--- config.mk ---
export PLATFORM = sky130hd
export DESIGN_NAME = rotate_arbiter
export DESIGN_NICKNAME = d
export VERILOG_FILES = /design/src/rtl/rotate_arbiter.sv
export SDC_FILE = /design/constraint.sdc
export NUM_CORES = 1
export LEC_CHECK = 0
export ABC_AREA = 1
export BUFFER_PORTS_ARGS = -buffer_cell sky130_fd_sc_hd__buf_4
export CAP_MARGIN = 15
export CORE_ASPECT_RATIO = 1.75
export CORE_UTILIZATION = 41
export DETAILED_ROUTE_END_ITERATION = 6
export PLACE_DENSITY_LB_ADDON = 0.3
export SYNTH_ARGS = -nofsm -noshare
export SYNTH_HDL_FRONTEND = slang
export SYNTH_SLANG_ARGS = --single-unit
--- constraint.sdc ---
create_clock -name clk -period 1.3 [get_ports clk]
set_clock_uncertainty 0.15 [all_clocks]
set_input_delay 0.065 -clock clk [delete_from_list [all_inputs] [get_ports clk]]
set_output_delay 0.065 -clock clk [all_outputs]
set_load 0.02 [all_outputs]
--- src/rtl/rotate_arbiter.sv ---
// Round-robin / fixed-priority arbiter sharing one 8-bit rotator, one op in flight.
// `define ROTATE_ARB_RR_EN selects round-robin; otherwise lowest index wins.

module rotate_arbiter_rot (
  input  logic [7:0] data,
  input  logic [2:0] amt,
  input  logic       dir,
  output logic [7:0] result
);
  logic [2:0] eff;
  logic [7:0] s4, s2;

  // right rotate by n == left rotate by (8 - n) mod 8
  assign eff    = dir ? (3'd0 - amt) : amt;
  assign s4     = eff[2] ? {data[3:0], data[7:4]} : data;
  assign s2     = eff[1] ? {s4[5:0], s4[7:6]}     : s4;
  assign result = eff[0] ? {s2[6:0], s2[7]}       : s2;
endmodule

module rotate_arbiter #(
  parameter int N_REQ = 4,
  parameter int IDW   = 2
) (
  input  logic               clk,
  input  logic               reset,
  input  logic [N_REQ-1:0]   req_valid,
  input  logic [8*N_REQ-1:0] req_data,
  input  logic [3*N_REQ-1:0] req_amt,
  input  logic [N_REQ-1:0]   req_dir,
  output logic [N_REQ-1:0]   req_ready,
  output logic               rsp_valid,
  output logic [7:0]         rsp_data,
  output logic [IDW-1:0]     rsp_id,
  input  logic               rsp_ready,
  output logic               busy
);
  typedef enum logic {IDLE = 1'b0, RESP = 1'b1} state_t;

  state_t                  state;
  logic [N_REQ-1:0][7:0]   data_a;
  logic [N_REQ-1:0][2:0]   amt_a;
  logic [IDW-1:0]          win;
  logic                    found;
  logic [7:0]              sel_data;
  logic [2:0]              sel_amt;
  logic                    sel_dir;
  logic [7:0]              rot_res;

  assign data_a = req_data;
  assign amt_a  = req_amt;

`ifdef ROTATE_ARB_RR_EN
  logic [IDW-1:0] rr_ptr;
  logic [IDW:0]   dist, best;

  // winner = valid requester with the smallest circular distance from rr_ptr
  always_comb begin
    win   = '0;
    found = 1'b0;
    dist  = '0;
    best  = '0;
    for (int i = 0; i < N_REQ; i++) begin
      if (IDW'(i) >= rr_ptr) dist = (IDW+1)'(i) - {1'b0, rr_ptr};
      else                   dist = (IDW+1)'(i + N_REQ) - {1'b0, rr_ptr};
      if (req_valid[i] && (!found || dist < best)) begin
        found = 1'b1;
        best  = dist;
        win   = IDW'(i);
      end
    end
  end
`else
  always_comb begin
    win   = '0;
    found = 1'b0;
    for (int i = N_REQ-1; i >= 0; i--) begin
      if (req_valid[i]) begin
        found = 1'b1;
        win   = IDW'(i);
      end
    end
  end
`endif

  always_comb begin
    sel_data = '0;
    sel_amt  = '0;
    sel_dir  = 1'b0;
    for (int i = 0; i < N_REQ; i++) begin
      if (win == IDW'(i)) begin
        sel_data = data_a[i];
        sel_amt  = amt_a[i];
        sel_dir  = req_dir[i];
      end
    end
  end

  rotate_arbiter_rot u_rot (
    .data   (sel_data),
    .amt    (sel_amt),
    .dir    (sel_dir),
    .result (rot_res)
  );

  assign req_ready = (state == IDLE && found && !reset) ? (N_REQ'(1) << win) : '0;

  always_ff @(posedge clk or posedge reset) begin
    if (reset) begin
      state     <= IDLE;
      rsp_valid <= 1'b0;
      rsp_data  <= 8'h00;
      rsp_id    <= '0;
      busy      <= 1'b0;
`ifdef ROTATE_ARB_RR_EN
      rr_ptr    <= '0;
`endif
    end else begin
      case (state)
        IDLE: if (found) begin
          state     <= RESP;
          rsp_valid <= 1'b1;
          busy      <= 1'b1;
          rsp_data  <= rot_res;
          rsp_id    <= win;
`ifdef ROTATE_ARB_RR_EN
          rr_ptr    <= (win == IDW'(N_REQ-1)) ? '0 : win + 1'b1;
`endif
        end
        RESP: if (rsp_ready) begin
          state     <= IDLE;
          rsp_valid <= 1'b0;
          busy      <= 1'b0;
        end
      endcase
    end
  end
endmodule
# Word-level counts from Yosys, hierarchy flattened
# Cells that the tools add are included.
word_totals:
  elab_cells: 49
  out_inout_bits: 16
  inputBits: 55
  reg_bits: 12
classes:
  add_sub_neg: 1
  mux: 31
  shift: 1
  n_eq_ne: 5
  bitwise: 1
  n_reduce_logical: 6
op_table:
  columns: ["cell", "count"]
  rows:
  - ["8-bit 2-to-1 mux", 7]
  - ["3-bit 2-to-1 mux", 5]
  - ["1-bit 2-to-1 mux", 12]
  - ["2-bit 2-to-1 mux", 4]
  - ["2-bit == test, second input constant", 2]
  - ["4-bit 2-to-1 mux", 1]
  - ["2-bit inequality test, second input constant", 2]
  - ["1-bit case mux with 2 select lines", 2]
  - ["2-bit AND reduction", 2]
  - ["1-bit by 2-bit left shift with 4-bit output, first input constant", 1]
  - ["1-bit by 3-bit subtractor with 3-bit output, first input constant", 1]
  - ["2-bit by 1-bit == test with 1-bit output, second input constant", 1]
  - ["1-bit logical AND", 2]
  - ["2-bit zero test", 1]
  - ["1-bit zero test", 1]
  - ["1-bit NOT", 1]

# Logic depth before layout (Yosys ltp)
# Gate-level depths: netlist (run 1).
logic_depth:
  word_depth: 14
  depth_mapped: 16
  mapped_depth_nobuf: 16

# Cells and area by module
# Synthesis (run 1) repeated with hierarchy kept, for this count alone.
hier_totals:
  hier_cells: 207
  hier_area_um2: 1233.7
by_module_without_submodules:
  columns: ["module", "cells_per_inst", "n_inst", "seq_area_each_um2", "area_per_inst_um2"]
  rows:
  - ["rotate_arbiter", 138, 1, 300.3, 893.4]
  - ["rotate_arbiter_rot", 69, 1, 0.0, 340.3]

# Worst setup path after synthesis (run 1)
# OpenSTA, ideal clock, no wires.
synth_timing:
  kind: "input to register"
  start: "in req_valid[0]"
  end: "reg rsp_data[0]"
  t_arrival_ns: 1.710
  stages: 16
  path_buffers: 1
  required_ns: 1.032
  path_slack_ns: -0.678
  setup_ns: 0.118
  cell_sequence: "inv_2 -> nand2_2 -> nor2_2 -> buf_6 -> nand2_1 -> nand3_1 -> a21oi_2 -> ha_1 -> nand3b_1 -> nand2_2 -> nand2_4 -> nand2_1 -> nand3_1 -> nand3_1 -> nand3_1 -> nand2_1"
synth_via:
  elab_chain_cells: 11
  word_cells_on_any_way: 24
  classes_between: "add/sub (1); eq/ne (3); mux (18); reduce/logical (2)"
synth_rtl:
  columns: ["item", "line", "text"]
  rows:
  - ["from (decl)", "26", "input logic [N_REQ-1:0] req_valid,"]
  - ["2-bit 2-to-1 mux", "77", "if (req_valid[i]) begin"]
  - ["2-bit zero test", "90", "if (win == IDW'(i)) begin"]
  - ["3-bit 2-to-1 mux (4 in series)", "90", null]
  - ["1-bit by 3-bit subtractor with 3-bit output", "14", "assign eff = dir ? (3'd0 - amt) : amt;"]
  - ["3-bit 2-to-1 mux", "14", null]
  - ["8-bit 2-to-1 mux", "15", "assign s4 = eff[2] ? {data[3:0], data[7:4]} : data;"]
  - ["8-bit 2-to-1 mux", "16", "assign s2 = eff[1] ? {s4[5:0], s4[7:6]} : s4;"]
  - ["8-bit 2-to-1 mux", "17", "assign result = eff[0] ? {s2[6:0], s2[7]} : s2;"]
  - ["to (signal assigned)", "123", "rsp_data <= rot_res;"]
  - ["to (decl)", "32", "output logic [7:0] rsp_data,"]
# Several ways; a longest one is shown, not always the timed one.
# A chain may end at the register's enable or synchronous reset.

# Worst setup path in the final report (run 1)
layout_timing:
  start: "in req_valid[2]"
  end: "reg rsp_data[5]"
layout_via:
  elab_chain_cells: 13
  word_cells_on_any_way: 28
  classes_between: "add/sub (1); eq/ne (3); mux (22); reduce/logical (2)"
layout_rtl:
  columns: ["item", "line"]
  rows:
  - ["2-bit 2-to-1 mux (3 in series)", "77"]
  - ["2-bit zero test", "90"]
  - ["3-bit 2-to-1 mux (4 in series)", "90"]
  - ["1-bit by 3-bit subtractor with 3-bit output", "14"]
  - ["3-bit 2-to-1 mux", "14"]
  - ["8-bit 2-to-1 mux", "15"]
  - ["8-bit 2-to-1 mux", "16"]
  - ["8-bit 2-to-1 mux", "17"]
# Several ways; a longest one is shown, not always the timed one.

==> results of run 1 <==
[repair_timing]
action / in CTS / in global routing
buffers inserted: 6 / 4
endpoints found under the hold margin: 14 / 0
cloned: 1 / 0
pin swaps: 10 / 7
resized for setup: 54 / 22
hold buffers: 2 / 0
setup endpoints to repair: 12 / 15
[cell usage after synthesis, types with 2 or more instances]
cell | instances | area (µm²)
nor2_1 | 14 | 52.6
nor2_4 | 2 | 22.5
a21oi_2 | 3 | 26.3
a21oi_1 | 2 | 10.0
nand2_2 | 5 | 31.3
o21ai_0 | 3 | 15.0
nand3_1 | 53 | 265
o22ai_1 | 8 | 50.1
inv_2 | 8 | 30.0
nand2_1 | 57 | 214
nand3_2 | 2 | 20.0
buf_6 | 2 | 22.5
or2_1 | 2 | 12.5
o21bai_1 | 8 | 60.1
inv_1 | 22 | 82.6
nor2_2 | 2 | 12.5
dfrtp_1 | 12 | 300
nand2_4 | 4 | 45.0
[layout make-up]
class                           count  area [µm²]  share of cell area (%)
Multi-Input combinational cell    172        1210                    47.0
Timing Repair Buffer              101         813                    31.7
Sequential cell                    12         300                    11.7
Inverter                           30         138                    5.36
Clock buffer                        4        55.1                    2.14
Tap cell                           43        53.8                    2.10
[critical path, cell delays in order]
cell and delay, ns:
buf_12 0.10, inv_8 0.04, nand2_2 0.06, nand2_2 0.07
a21oi_2 0.16, nand2_1 0.10, nand3_2 0.10, a21oi_4 0.04
ha_2 0.19, nand3b_1 0.26, nand2_4 0.21, nand2_8 0.12
nand2_2 0.11, nand3_2 0.09, nand3_1 0.11, nand3_1 0.09
nand2_1 0.06
[through the flow]
| stage | setup WS, ns | instances |
|---|---|---|
| after detailed placement | -0.832 | 348 |
| after floorplan | -0.569 | 218 |
| after global placement | -0.775 | 348 |
| after CTS | -0.482 | 361 |
| final | -0.639 | 362 |
| after global routing | -0.701 | 362 |
[power by group]
part | total [mW] | internal, mW | switching, mW
logic | 2.14 | 0.918 | 1.22
registers | 0.668 | 0.555 | 0.113
clock network | 0.406 | 0.268 | 0.138
total | 3.21 | 1.74 | 1.47
[flip-flops by register name (all words and copies together), names as in the netlist]
name      flops
rsp_id        2
rsp_data      8
busy          1
state         1
[layer usage]
metal | share of wire [%] | GRT usage (%)
met1 | 32 | 28.4
met2 | 58 | 52.8
met3 | 5.3 | 4.65
met4 | 5.0 | 20.6
met5 | 0 | 0
[final timing paths]
| check | startpoint | to | slack [ns] | depth (start not counted) |
|---|---|---|---|---|
| setup / recovery | req_valid[2] | rsp_data[5]$_DFFE_PP0P_ | -0.64 | 17 |
| hold / removal | req_valid[3] | rsp_id[1]$_DFFE_PP0P_ | 0.18 | 4 |
| setup reg to reg | state$_DFF_PP0_ | rsp_data[5]$_DFFE_PP0P_ | 0.04 | 6 |
| hold reg to reg | rsp_data[7]$_DFFE_PP0P_ | rsp_data[7]$_DFFE_PP0P_ | 0.33 | 2 |
| max in group asynchronous | reset | rsp_data[1]$_DFFE_PP0P_ | 0.43 | 3 |
| min in group asynchronous | reset | busy$_DFFE_PP0P_ | 0.26 | 3 |
[kinds of logic after synthesis]
kind of cell | count (synthesis)
AND/OR/NAND/NOR | 144
buffers and inverters | 35
AO/OA/AOI/OAI | 26
flip-flops | 12
adder cells (fa/ha/maj) | 1
==> run_results.csv, run 1 <==
group,metric,value,unit
sta,rsz0062_at_grt,"true",
global_route,grt_pass1_vias,1957,
routing,viasPerCell,5.41,
global_route,grt_usage,29.5,%
synth,yosys_most_used_dff,"dfrtp_1",
routing,wl,5.25,mm
global_route,grt_overflow_total,0,
cts,cts.clk_slew.worst_paths,0.05,ns
synth,yosys.area_share.simple,51.8,%
die,dieWidth,45.2,µm
cts,cts-htree-levels,1,
global_route,grt_antenna_before_repair,0,
run_status,outcome,"finished, violations left",
sta,setup_tns,-5.69,ns
critical_path,required,1.33,ns
routing,antenna_left,0,
synth,syn-num-nets,274,
sta,slew_viol_final,0,
cts,insertion_delay,0.24,ns
pwr,p_leak,1.37,nW
cts,clockBufferDepth,2,
place,postPlaceCellArea,2130,µm²
pwr,p_per_area,1250,nW/µm²
routing,avgRoutedWirePerCell,14.5,µm
cells_and_area,mostFrequentLayoutCell,"buf_4",
place,numPortBuffers,70,
critical_path,critPathMaxFanout,8,
sta,finalSetupViolations,12,
cells_and_area,final_util,81.7,%
synth,synth_compound_area_share,13.6,%
synth,yosysWarnings,0,
pwr,p_total,3.21,mW
global_route,grt_first_pass_wirelength,7.95,mm
die,num_rows,27,
synth,synth-edff-count,0,
global_route,grt_max_degree,18,
cts,root_buffer,"clkbuf_8",
critical_path,startpoint_type,"input port",
synth,post_synth.cell_area_avg,6.15,µm²
critical_path,worstSetupPathType,"input port to flop",
cells_and_area,drive_above_1_share,58.6,%
synth,synth_async_sr_flop_share,100,%
synth,synth_adder_area_share,0.933,%
worst_hold_path,min-delay-path-class,"input port to flop",
pwr,peakVddDrop,0.000830,V
synth,syn_inst,218,
die,initial_core_util,42.7,%
sta,period_minus_slack,1.94,ns
routing,vias,1960,
die,ios,71,
place,dpl.hpwl,3.32,mm
sta,fin_crit_sh,149,%
synth,synthXorXnorAreaFrac,0,%
sta,setup_ws,-0.639,ns
sta,max_freq,516,MHz
cells_and_area,final_area,2570,µm²
sta,worst_pin_slew,0.446,ns
die,dieArea,3510,µm²
cts,cts.sinks,12,
die,die_h,77.7,µm
routing,drtIter0Drc,91,
cells_and_area,fin_nets,376,
run_status,violations,"setup timing",
synth,muxShareOfSynthArea,0,%
synth,synth_cell_types,27,
cts,cts_tree,"yes",
die,core,3140,µm²
routing,drc,0,
job,drv_cap,0,
critical_path,end_kind,"flop",
cells_and_area,antennaDiodeCount,0,
place,gp_congestion,0.981,
synth,ys_seq_area_share,22.4,%
cells_and_area,fillers,206,
sta,relSlewSlack,70.2,%
cts,cts_buffers,3,
sta,worst_hold_slack,0.179,ns
critical_path,crit_arrival,1.97,ns
synth,netlist_area,1340,µm²
synth,synth_top_family_by_area,"simple AND/OR/NAND/NOR gates",
cells_and_area,area_delta_synth_final,91.4,%
synth,ys_ff_latch,12,
sta,hold_violations,0,
routing,drtPass1Iterations,4,
cells_and_area,layout_common_cells,"buf_4, nand2_1, nand3_2",
Power figures use the tool's default switching activity.
==> inputs of run 2 (changes only) <==
BUFFER_PORTS_ARGS = unset   (was -buffer_cell sky130_fd_sc_hd__buf_4)
CORE_UTILIZATION = 50   (was 41)
DONT_BUFFER_PORTS = 1   (was unset)
==> run 2 against run 1 <==
The flow still finishes with violations (setup timing). Worst setup slack gained 0.18 ns. Clock-buffer cell count is the same. Maximum frequency grew 10%. Register-to-register slack gained 0.04 ns. Final cell count shrank 24%. Global-route usage shrank 0.29 points. Combinational power shrank 27%. Highest routed layer unchanged.
==> run_results.csv, run 2 (synthesis gave the netlist of run 1 again) <==
group,metric,value,unit
cts,cts.clk_slew.worst_paths,0.05,ns
cts,insertion_delay,0.24,ns
cts,root_buffer,"clkbuf_8",
cells_and_area,area_delta_synth_final,56.8,%
place,dp.cells,263,
pwr,clockPowerShare,14.4,%
run_status,outcome,"finished, violations left",
die,dieArea,2900,µm²
critical_path,critPathMaxFanout,8,
die,core,2520,µm²
place,pre_cts_ws,-0.636,ns
run_status,violations,"setup timing",
global_route,grt_pass1_vias,1661,
worst_hold_path,min-delay-path-class,"input port to flop",
cells_and_area,layout.cells.non_filler,276,
place,dpl.hpwl,2.86,mm
die,ios,71,
critical_path,reg2reg_from,"state$_DFF_PP0_",
sta,finalSetupViolations,12,
die,dieWidth,41.2,µm
job,drv_cap,0,
place,numPortBuffers,0,
cts,cts_tree,"yes",
cells_and_area,mostFrequentLayoutCell,"nand2_1",
cts,clockBufferDepth,2,
critical_path,crit_arrival,1.79,ns
place,gp_congestion,0.912,
routing,drtIter0Drc,93,
critical_path,r2r_slack,0.08,ns
pwr,p_per_area,1350,nW/µm²
cells_and_area,layout_common_cells,"nand2_1, nand3_2, buf_4",
sta,worst_pin_slew,0.532,ns
global_route,grt_antenna_before_repair,0,
cts,cts-htree-levels,1,
global_route,grt_first_pass_wirelength,6.35,mm
place,postPlaceCellArea,1600,µm²
die,num_rows,24,
sta,slew_viol_final,0,
sta,setup_ws,-0.460,ns
pwr,power_frac_seq,30.3,%
cells_and_area,final_area,2100,µm²
critical_path,startpoint_type,"input port",
cells_and_area,top_regs,"rsp_data x8, rsp_id x2",
worst_hold_path,min_path_cells,4,
sta,hold_violations,0,
pwr,p_leak,1.05,nW
cells_and_area,antennaDiodeCount,0,
die,die_h,70.5,µm
global_route,grt_max_degree,18,
pwr,intPower,1.40,mW
pwr,p_sw,1.43,mW
routing,viasPerCell,6.16,
cells_and_area,regMostFlops,"rsp_data",
routing,drtPass1Iterations,4,
cts,cts.sinks,12,
die,initial_core_util,53.2,%
critical_path,worstSetupPathType,"input port to flop",
global_route,grt_overflow_total,0,
sta,fin_crit_sh,135,%
critical_path,end_kind,"flop",
pwr,combinationalPowerShare,55.3,%
critical_path,r2r_end,"rsp_id[1]$_DFFE_PP0P_",
sta,period_minus_slack,1.76,ns
pwr,sw_frac_of_total,50.5,%
routing,vias,1700,
critical_path,reg2regPathDepth,5,
critical_path,crit_start,"req_valid[1]",
global_route,grt_usage,29.2,%
pwr,peakVddDrop,0.000671,V
routing,wl,4.82,mm
routing,drc,0,
sta,max_freq,568,MHz
routing,antenna_left,0,
cells_and_area,drive_above_1_share,48.8,%
cells_and_area,fin_nets,307,
critical_path,required,1.33,ns
routing,avgRoutedWirePerCell,17.5,µm
cells_and_area,largest_reg_flops,8,
cts,cts_buffers,3,
sta,rsz0062_at_grt,"true",
sta,relSlewSlack,64.5,%
critical_path,crit_end,"rsp_data[3]$_DFFE_PP0P_",
cells_and_area,final_util,83.4,%
-- run 2: cell count changes in the layout (fill, tap and decap cells not counted), sizes merged --
cell / delta
buf: -69
-- run 2: through the flow --
| step | hold slack [ns] | power [mW] | TNS [ns] |
|---|---|---|---|
| floorplan | -0.220 | 1.67 | -5.15 |
| global placement | -0.182 | 1.92 | -4.52 |
| detailed placement | -0.172 | 1.94 | -4.98 |
| CTS | 0.0428 | 2.47 | -3.40 |
| global route | 0.120 | 3.01 | -5.08 |
| finish | 0.0927 | 2.84 | -4.06 |
-- run 2: layout make-up --
type / instances / area, µm²
Multi-Input combinational cell: 172 / 1330
Fill cell: 140 / 419
Timing Repair Buffer: 32 / 249
Clock buffer: 4 / 55.1
Tap cell: 26 / 32.5
Sequential cell: 12 / 300
Inverter: 30 / 135
-- run 2: how the worst min path moves through the flow --
stage / slack (ns) / end / from
2_1_floorplan: -0.22 / busy$_DFFE_PP0P_ / reset
3_3_place_gp: -0.18 / rsp_id[0]$_DFFE_PP0P_ / reset
3_5_place_dp: -0.17 / rsp_id[0]$_DFFE_PP0P_ / reset
4_1_cts: 0.04 / rsp_id[0]$_DFFE_PP0P_ / req_valid[0]
5_1_grt: 0.12 / rsp_id[0]$_DFFE_PP0P_ / req_valid[0]
6_report: 0.09 / rsp_id[0]$_DFFE_PP0P_ / req_valid[0]
-- run 2: layer usage --
metal,vias to the layer above,GRT usage (%),part of all wire [%]
li1,782,-,-
met1,792,30.7,33
met2,98,51.2,55
met3,28,4.13,6.2
met4,0,14.0,5.2
met5,-,0,0
-- run 2: power by group through the flow --
stage               registers (mW)  clock network (mW)  logic, mW
global placement             0.859                   0       1.06
floorplan                    0.859                   0      0.811
finish                       0.860               0.409       1.57
CTS                          0.860               0.403       1.21
global route                 0.893               0.415       1.70
detailed placement           0.864                   0       1.07
-- run 2: what timing repair did --
item / CTS / global route
pin swaps: 3 / 20
setup buffers: 0 / 6
setup endpoints to repair: 12 / 13
hold buffers: 2 / 0
endpoints found under the hold margin: 14 / 0
cloned: 1 / 0
resized for setup: 33 / 43
-- run 2: worst max-delay path: stages --
cell	delay, ns
nor2_4	0.14
nand3_2	0.12
buf_4	0.16
or2_1	0.26
nand2_4	0.12
inv_2	0.06
o21ai_4	0.39
nand3_2	0.19
nand3_2	0.11
nand3_1	0.08
nand2_1	0.07
